**config.mk**
```make
export PLATFORM = sky130hd
export DESIGN_NAME = i2s_tx
export DESIGN_NICKNAME = d
export VERILOG_FILES = /design/src/rtl/i2s_tx.sv
export SDC_FILE = /design/constraint.sdc
export NUM_CORES = 1
export LEC_CHECK = 0
export ABC_AREA = 1
export BUFFER_PORTS_ARGS = -buffer_cell sky130_fd_sc_hd__buf_4
export CAP_MARGIN = 10
export CELL_PAD_IN_SITES_DETAIL_PLACEMENT = 1
export CELL_PAD_IN_SITES_GLOBAL_PLACEMENT = 2
export CORE_MARGIN = 5
export CORE_UTILIZATION = 43
export DETAILED_ROUTE_END_ITERATION = 12
export GPL_TIMING_DRIVEN = 1
export PLACE_DENSITY_LB_ADDON = 0.1
export SKIP_LAST_GASP = 1
export SYNTH_ARGS = -nofsm -noshare
export SYNTH_HDL_FRONTEND = slang
export SYNTH_SLANG_ARGS = --single-unit
```
**constraint.sdc**
```tcl
create_clock -name clk -period 3.5 [get_ports clk]
set_input_delay 0 -clock clk [delete_from_list [all_inputs] [get_ports clk]]
set_output_delay 0 -clock clk [all_outputs]
set_load 0.05 [all_outputs]
```
**src/rtl/i2s_tx.sv**
```systemverilog
// Mono-to-stereo I2S transmitter: FIFO-buffered 16-bit samples, 32-BCLK frames, one-bit-delay framing.
// Define I2S_TX_UNDERFLOW_HOLD_EN to repeat the last sample on underflow frames instead of sending 0.
module i2s_tx #(
  parameter int CLK_DIV    = 4,
  parameter int FIFO_DEPTH = 8
) (
  input  logic                          clk,
  input  logic                          reset,
  input  logic [15:0]                   sample_in,
  input  logic                          sample_in_valid,
  input  logic                          flag_clear,
  output logic                          bclk,
  output logic                          lrclk,
  output logic                          sdata,
  output logic [$clog2(FIFO_DEPTH):0]   fifo_level,
  output logic                          overflow,
  output logic                          underflow
);

  localparam int AW = $clog2(FIFO_DEPTH);
  localparam int DW = (CLK_DIV > 1) ? $clog2(CLK_DIV) : 1;
  localparam logic [DW-1:0] DIV_LAST = DW'(CLK_DIV - 1);
  localparam logic [AW:0]   FULL_LVL = (AW + 1)'(FIFO_DEPTH);

  logic [DW-1:0] div_cnt_q, div_cnt_d;
  logic          bclk_q, bclk_d;
  logic [4:0]    k_q, k_d;
  logic          lrclk_q, lrclk_d;
  logic          sdata_q, sdata_d;
  logic [31:0]   frame_q, frame_d;
  logic [AW-1:0] wr_ptr_q, wr_ptr_d;
  logic [AW-1:0] rd_ptr_q, rd_ptr_d;
  logic [AW:0]   count_q, count_d;
  logic          ovf_q, ovf_d;
  logic          udf_q, udf_d;
  logic [15:0]   mem_q [FIFO_DEPTH];
`ifdef I2S_TX_UNDERFLOW_HOLD_EN
  logic [15:0]   last_q, last_d;
`endif

  logic        bclk_fall, load, empty, full, pop, push;
  logic [15:0] load_sample;

  always_comb begin
    div_cnt_d = div_cnt_q + 1'b1;
    bclk_d    = bclk_q;
    if (div_cnt_q == DIV_LAST) begin
      div_cnt_d = '0;
      bclk_d    = ~bclk_q;
    end

    bclk_fall = (div_cnt_q == DIV_LAST) && bclk_q;
    load      = bclk_fall && (k_q == 5'd0);
    empty     = (count_q == '0);
    full      = (count_q == FULL_LVL);
    pop       = load && !empty;
    push      = sample_in_valid && (!full || pop);

`ifdef I2S_TX_UNDERFLOW_HOLD_EN
    load_sample = empty ? last_q : mem_q[rd_ptr_q];
    last_d      = load ? load_sample : last_q;
`else
    load_sample = empty ? '0 : mem_q[rd_ptr_q];
`endif

    // sdata always takes the MSB of the next frame value, so the load edge
    // emits the left MSB directly and each later fall shifts one bit out.
    k_d     = k_q;
    lrclk_d = lrclk_q;
    sdata_d = sdata_q;
    frame_d = frame_q;
    if (bclk_fall) begin
      k_d     = k_q + 5'd1;
      lrclk_d = k_d[4];
      frame_d = load ? {load_sample, load_sample} : {frame_q[30:0], 1'b0};
      sdata_d = frame_d[31];
    end

    wr_ptr_d = wr_ptr_q;
    rd_ptr_d = rd_ptr_q;
    count_d  = count_q;
    if (push) wr_ptr_d = wr_ptr_q + 1'b1;
    if (pop)  rd_ptr_d = rd_ptr_q + 1'b1;
    if (push && !pop)      count_d = count_q + 1'b1;
    else if (pop && !push) count_d = count_q - 1'b1;

    ovf_d = (sample_in_valid && full && !pop) || (ovf_q && !flag_clear);
    udf_d = (load && empty) || (udf_q && !flag_clear);
  end

  always_ff @(posedge clk) begin
    if (reset) begin
      div_cnt_q <= '0;
      bclk_q    <= 1'b0;
      k_q       <= '0;
      lrclk_q   <= 1'b0;
      sdata_q   <= 1'b0;
      frame_q   <= '0;
      wr_ptr_q  <= '0;
      rd_ptr_q  <= '0;
      count_q   <= '0;
      ovf_q     <= 1'b0;
      udf_q     <= 1'b0;
`ifdef I2S_TX_UNDERFLOW_HOLD_EN
      last_q    <= '0;
`endif
    end else begin
      div_cnt_q <= div_cnt_d;
      bclk_q    <= bclk_d;
      k_q       <= k_d;
      lrclk_q   <= lrclk_d;
      sdata_q   <= sdata_d;
      frame_q   <= frame_d;
      wr_ptr_q  <= wr_ptr_d;
      rd_ptr_q  <= rd_ptr_d;
      count_q   <= count_d;
      ovf_q     <= ovf_d;
      udf_q     <= udf_d;
`ifdef I2S_TX_UNDERFLOW_HOLD_EN
      last_q    <= last_d;
`endif
    end
  end

  // Storage needs no reset: resetting the pointers and count discards contents.
  always_ff @(posedge clk) begin
    if (push) mem_q[wr_ptr_q] <= sample_in;
  end

  assign bclk       = bclk_q;
  assign lrclk      = lrclk_q;
  assign sdata      = sdata_q;
  assign fifo_level = count_q;
  assign overflow   = ovf_q;
  assign underflow  = udf_q;

endmodule
```
-- Word level (Yosys, flattened, before mapping)
Memory sizes are Yosys's and may differ from the RTL's. A register that Yosys moved wholly into a read port is not among the register bits.
Index checks and enable logic that the tools add are counted.
- register bits after elaboration: 53
- output and inout port bits: 9
- memory bits (writable): 128
- memories: 1
- bits of input ports: 20
- logic and storage cells: 52
- memory list (memory ; depth ; bits a word ; rd ports ; clocked after Yosys merged registers in ; write ports ; line ; text):
    mem_q ; 8 ; 16 ; 1 ; 1 ; 1 ; 36 ; logic [15:0] mem_q [FIFO_DEPTH];
- bitwise gates (word level): 1
- multiplexer cells: 8
- equal/unequal tests: 2
- reduce and logical (&&, ||, !) cells: 23
- $add $sub $neg: 6
- operator list (operator ; count):
    32-bit two-way mux ; 1
    16-bit two-way mux ; 1
    1-bit logical AND ; 11
    4-bit two-way mux ; 2
    3-bit by 1-bit adder with 3-bit output, second input constant ; 2
    3-bit two-way mux ; 2
    5-bit by 1-bit adder with 5-bit output, second input constant ; 1
    1-bit logical NOT ; 5
    5-bit logical NOT ; 1
    4-bit by 1-bit adder with 4-bit output, second input constant ; 1
    4-bit == test, second input constant ; 1
    4-bit logical NOT ; 1
    4-bit by 1-bit subtractor with 4-bit output, second input constant ; 1
    1-bit logical OR ; 3
    2-bit by 1-bit adder with 2-bit output, second input constant ; 1
    2-bit == test, second input constant ; 1
    1-bit two-way mux ; 2
    2-bit nonzero test ; 1
    2-bit OR reduction ; 1
    1-bit NOT ; 1

-- Longest topological paths before layout
- depth after elaboration: 10
- mapped depth: 17
- mapped depth without buffers: 17

-- Worst setup path before layout
OpenSTA, ideal clock, no wires.
- path type: reg2reg
- from: register bclk_q, in the netlist bclk
- to: memory mem_q[0][0] (enable)
- path buffers: 0
- cell stages (with the launch flop): 8
- slack: 0.962 ns
- clock period less this slack: 2.538 ns
- setup time: 0.388 ns
- data required time: 3.112 ns
- data arrival time: 2.149 ns
- cell sequence: dfxtp_1 > nand2_4 > clkinv_4 > nand3_4 > nand2_2 > nand2_2 > or2_4 > nor2_1
- word-level cells in the longest chain between the ends: 7
- RTL lines (element ; line ; text):
    start: declaration ; 26 ; logic bclk_q, bclk_d;
    start signal: assignment ; 109 ; bclk_q <= bclk_d;
    1-bit logical AND ; 52 ; bclk_fall = (div_cnt_q == DIV_LAST) && bclk_q;
    1-bit logical AND ; 53 ; load = bclk_fall && (k_q == 5'd0);
    1-bit logical AND ; 56 ; pop = load && !empty;
    1-bit logical OR ; 57 ; push = sample_in_valid && (!full || pop);
    1-bit logical AND ; 57 ;
    1-bit two-way mux ; 127 ; if (push) mem_q[wr_ptr_q] <= sample_in;
    1-bit two-way mux (implied by the code) ; 127 ;
    end: declaration ; 36 ;
No other way between the ends.

-- Final worst setup path
- from: register div_cnt_q[0]
- to: register count_q[3], in the netlist fifo_level[3]
- word-level cells in the longest chain between the ends: 9
- elaborated cells on any way between the ends: 12
- those cells by class: 1 x eq/ne; 1 x mux; 10 x reduce/logical
- RTL lines (element ; line ; text):
    start: declaration ; 25 ; logic [DW-1:0] div_cnt_q, div_cnt_d;
    start signal: assignment ; 108 ; div_cnt_q <= div_cnt_d;
    2-bit == test (*) ; 52 ;
    1-bit logical AND (*) ; 52 ;
    1-bit logical AND (*) ; 53 ;
    1-bit logical AND (*) ; 56 ;
    1-bit logical OR (*) ; 57 ;
    1-bit logical AND (*) ; 57 ;
    net push ; 41 ; logic bclk_fall, load, empty, full, pop, push;
    1-bit logical NOT ; 85 ; else if (pop && !push) count_d = count_q - 1'b1;
    1-bit logical AND ; 85 ;
    2-bit nonzero test (no line) ; -- ;
    end signal: assignment ; 116 ; count_q <= count_d;
    end: declaration ; 33 ; logic [AW:0] count_q, count_d;
The timed path passes the listed nets; every way through them passes the cells marked *.
A chain may end at the register's enable or synchronous reset.

==> out/results.txt <==
Net count, final = 863
cts bufs inserted = 17
initial core utilization = 43.4%
Psw = 1030 µW
Slew headroom = 25.2%
sequential group share of total power = 53.0%
Iter 0 DRT Violations = 291
Seq/Total Area, Yosys = 63.9%
clk_lat worst skew = 0.43 ns
first-pass GRT wire length = 32.0 mm
gr ovfl total = 0
post-route clock period utilization = 85.3%
width of the die = 144 µm
critical path class = register to register
gpl congestion = 0.751
peak supply drop = 386 µV
status = completed
routed wire length = 19.8 mm
yosys warns = 0
Worst EP required = 3.84 ns
root buffer cell = clkbuf_16
Largest stage delay, worst path = 0.32 ns
Cell Int Power = 3520 µW
post-synthesis compound-gate area fraction = 7.73%
I/O Pins = 29
Worst Max-Slew Pin Slew = 1.12 ns
DR pass1 iterations = 4
ratio of cells with drive above 1 in the final layout = 10.4%
Final Hold Viols = 0
XOR/XNOR Fraction of Synth Area = 0.226%
quantity of I/O buffers inserted on ports = 28
Gate power share = 6.5%
vias per inst = 5.13
vias in the first global route = 5,933
Longest Clk Path Bufs = 2
utilization after layout = 50.0%
Critical Path AT = 3.33 ns
crit path capture type = register
largest net degree at the start of global routing = 65
clock slew at reported path FFs = 0.07 ns
f_max = 335 MHz
setup TNS = 0 ns
Pins Over Slew Limit = 0
Post-Synth Simple-Gate Area = 18.5%
post-synthesis cell type count = 26
crit path max fanout = 36
CP Cell Sequence = ha_1 -> nand2_4 -> clkinv_4 -> nand3_4 -> nand2_2 -> nand2_2 -> inv_1 -> ha_1 -> inv_1 -> ha_1 -> a21oi_1 -> nand3_1 -> nand2_1 -> nand2_1 -> a21oi_1
Core Area = 17,800 µm²
clock group share of total power = 40.6%
site row count = 49
PD cells = 509 nW/µm²
CP startpoint kind = register
Mapped Avg Cell Area = 9.77 µm²
CTS tree = done
Setup Viol. Count Final = 0
syn_nets = 821
post-synthesis adder-cell area fraction = 1.55%
Tightest Hold Check Type = input pin to register
RSZ-0062 raised after global routing = false
placed wire-length estimate = 11.7 mm
Tot Pwr = 4550 µW
Cells after Synth = 792
Max Cap Violations = 0
CP max-delay cell = dfxtp_1
total clock sinks = 183
Final Hold Slack = 0.349 ns
DRT antenna net count = 0
Switching Fraction = 22.5%
via count = 5,519
synthesized area = 7740 µm²
WL/cell = 18.4 µm
GRT Util Overall = 20.5%
mux share of post-synthesis cell area = 0%
post-route minimum period = 2.99 ns
H-tree lvl count = 4
Area Overhead vs Synth = 15.4%
die height = 144 µm
n_diodes = 0
largest family of logic cells by synthesized area = simple AND/OR/NAND/NOR gates
Leak = 0.00373 µW
die area = 20,800 µm²
drt drc = 0
initial antenna violation count = 0
Setup Skew = 0.00872 ns
Yosys reg bits = 183
Crit path top cell by count = ha_1
## critical path, delay by kind of cell, from the launching register on
family | cells | cell delay, ns
AO/OA/AOI/OAI | 2 | 0.38
AND/OR/NAND/NOR | 7 | 0.92
buffers and inverters | 3 | 0.50
flip-flops | 1 | 0.32
adder cells (fa/ha/maj) | 3 | 0.76
## synthesized netlist by cell type
cell / count / area [µm²]
xor2_1: 2 / 17.5
fa_1: 1 / 20.0
nand3_2: 10 / 100
nand2_1: 181 / 679
a21oi_1: 47 / 235
nand2_2: 2 / 12.5
o21bai_1: 1 / 7.51
nand3_1: 94 / 470
buf_6: 2 / 22.5
or2_4: 1 / 8.76
edfxtp_1: 128 / 3840
nor3_1: 4 / 20.0
inv_2: 1 / 3.75
dfxtp_1: 55 / 1100
buf_1: 1 / 3.75
clkinv_4: 1 / 8.76
nand2_4: 1 / 11.3
ha_1: 8 / 100
buf_2: 11 / 55.1
nor2_1: 24 / 90.1
nor3b_1: 1 / 7.51
o21ai_0: 71 / 355
nor2_4: 1 / 11.3
nand3_4: 1 / 17.5
inv_1: 118 / 443
clkbuf_1: 25 / 93.8
## per-stage QoR
stage | setup slack (ns) | cell area [µm²] | cells
finish | 0.513 | 8930 | 1075
global route | 0.226 | 8930 | 1075
CTS | 0.540 | 8930 | 1075
detailed placement | 0.566 | 8170 | 1024
global placement | 0.725 | 8170 | 1024
floorplan | 0.962 | 7740 | 792
## timing repair
action,in CTS,in global routing
setup buffers,0,0
hold buffers,20,0
endpoints found under the hold margin,140,0
gates resized for setup,0,0
## area by class of cell
type | instances | area [µm²]
clock inverters | 13 | 131
well taps | 229 | 287
fillers | 1977 | 8910
clock buffers | 18 | 429
flip-flops and latches | 183 | 4950
inverters | 120 | 455
repair buffers | 62 | 515
multi-input cells | 450 | 2160
## layer usage
layer / GRT usage (%) / wire (µm)
met4: 6.87 / 349
met5: 0 / 0
met1: 26.0 / 8870
met2: 35.7 / 9990
met3: 3.37 / 551
## logic make-up after synthesis
logic type	count (synthesis)
compound gates	119
xor+xnor	2
buf+inv	159
flops	183
simple gates	320
fa+ha+maj	9
## layout by cell type (no fill, tap or decap), drive strengths merged, types with 2 or more instances in the layout
cell	Yosys	routed
inv	119	120
clkinv	1	9
nand2	184	184
dlygate4sd3	0	20
xor2	2	2
buf	14	42
nor3	4	4
clkinvlp	0	2
dfxtp	55	55
a21oi	47	47
nor2	25	25
nand3	105	105
ha	8	8
clkbuf	25	18
edfxtp	128	128
bufinv	0	2
o21ai	71	71
## power groups by stage
stage          combinational, µW  clock (µW)  sequential [µW]
3_5_place_dp                 278           0             2460
5_1_grt                      329        1990             2410
3_3_place_gp                 266           0             2450
2_1_floorplan                140           0             2480
6_report                     294        1850             2410
4_1_cts                      298        1890             2410
## flip-flops by register name, indices dropped and copies added (netlist names), named ones only
signal and cells:
bclk 1, div_cnt_q 2, fifo_level 4, frame_q 31, k_q 5, mem_q 128
overflow 1, rd_ptr_q 3, sdata 1, underflow 1, wr_ptr_q 3
## path summary, 6_finish.rpt
kind	from	to	slack, ns	cells past startpoint
worst min-delay path	sample_in[0]	mem_q[2][0]	0.35	2
worst max register to register	div_cnt_q[0]	fifo_level[3]	0.51	15
worst max-delay path	div_cnt_q[0]	fifo_level[3]	0.51	15
worst min register to register	div_cnt_q[0]	div_cnt_q[0]	0.45	1
No activity file was read; power rests on OpenSTA's default activity.
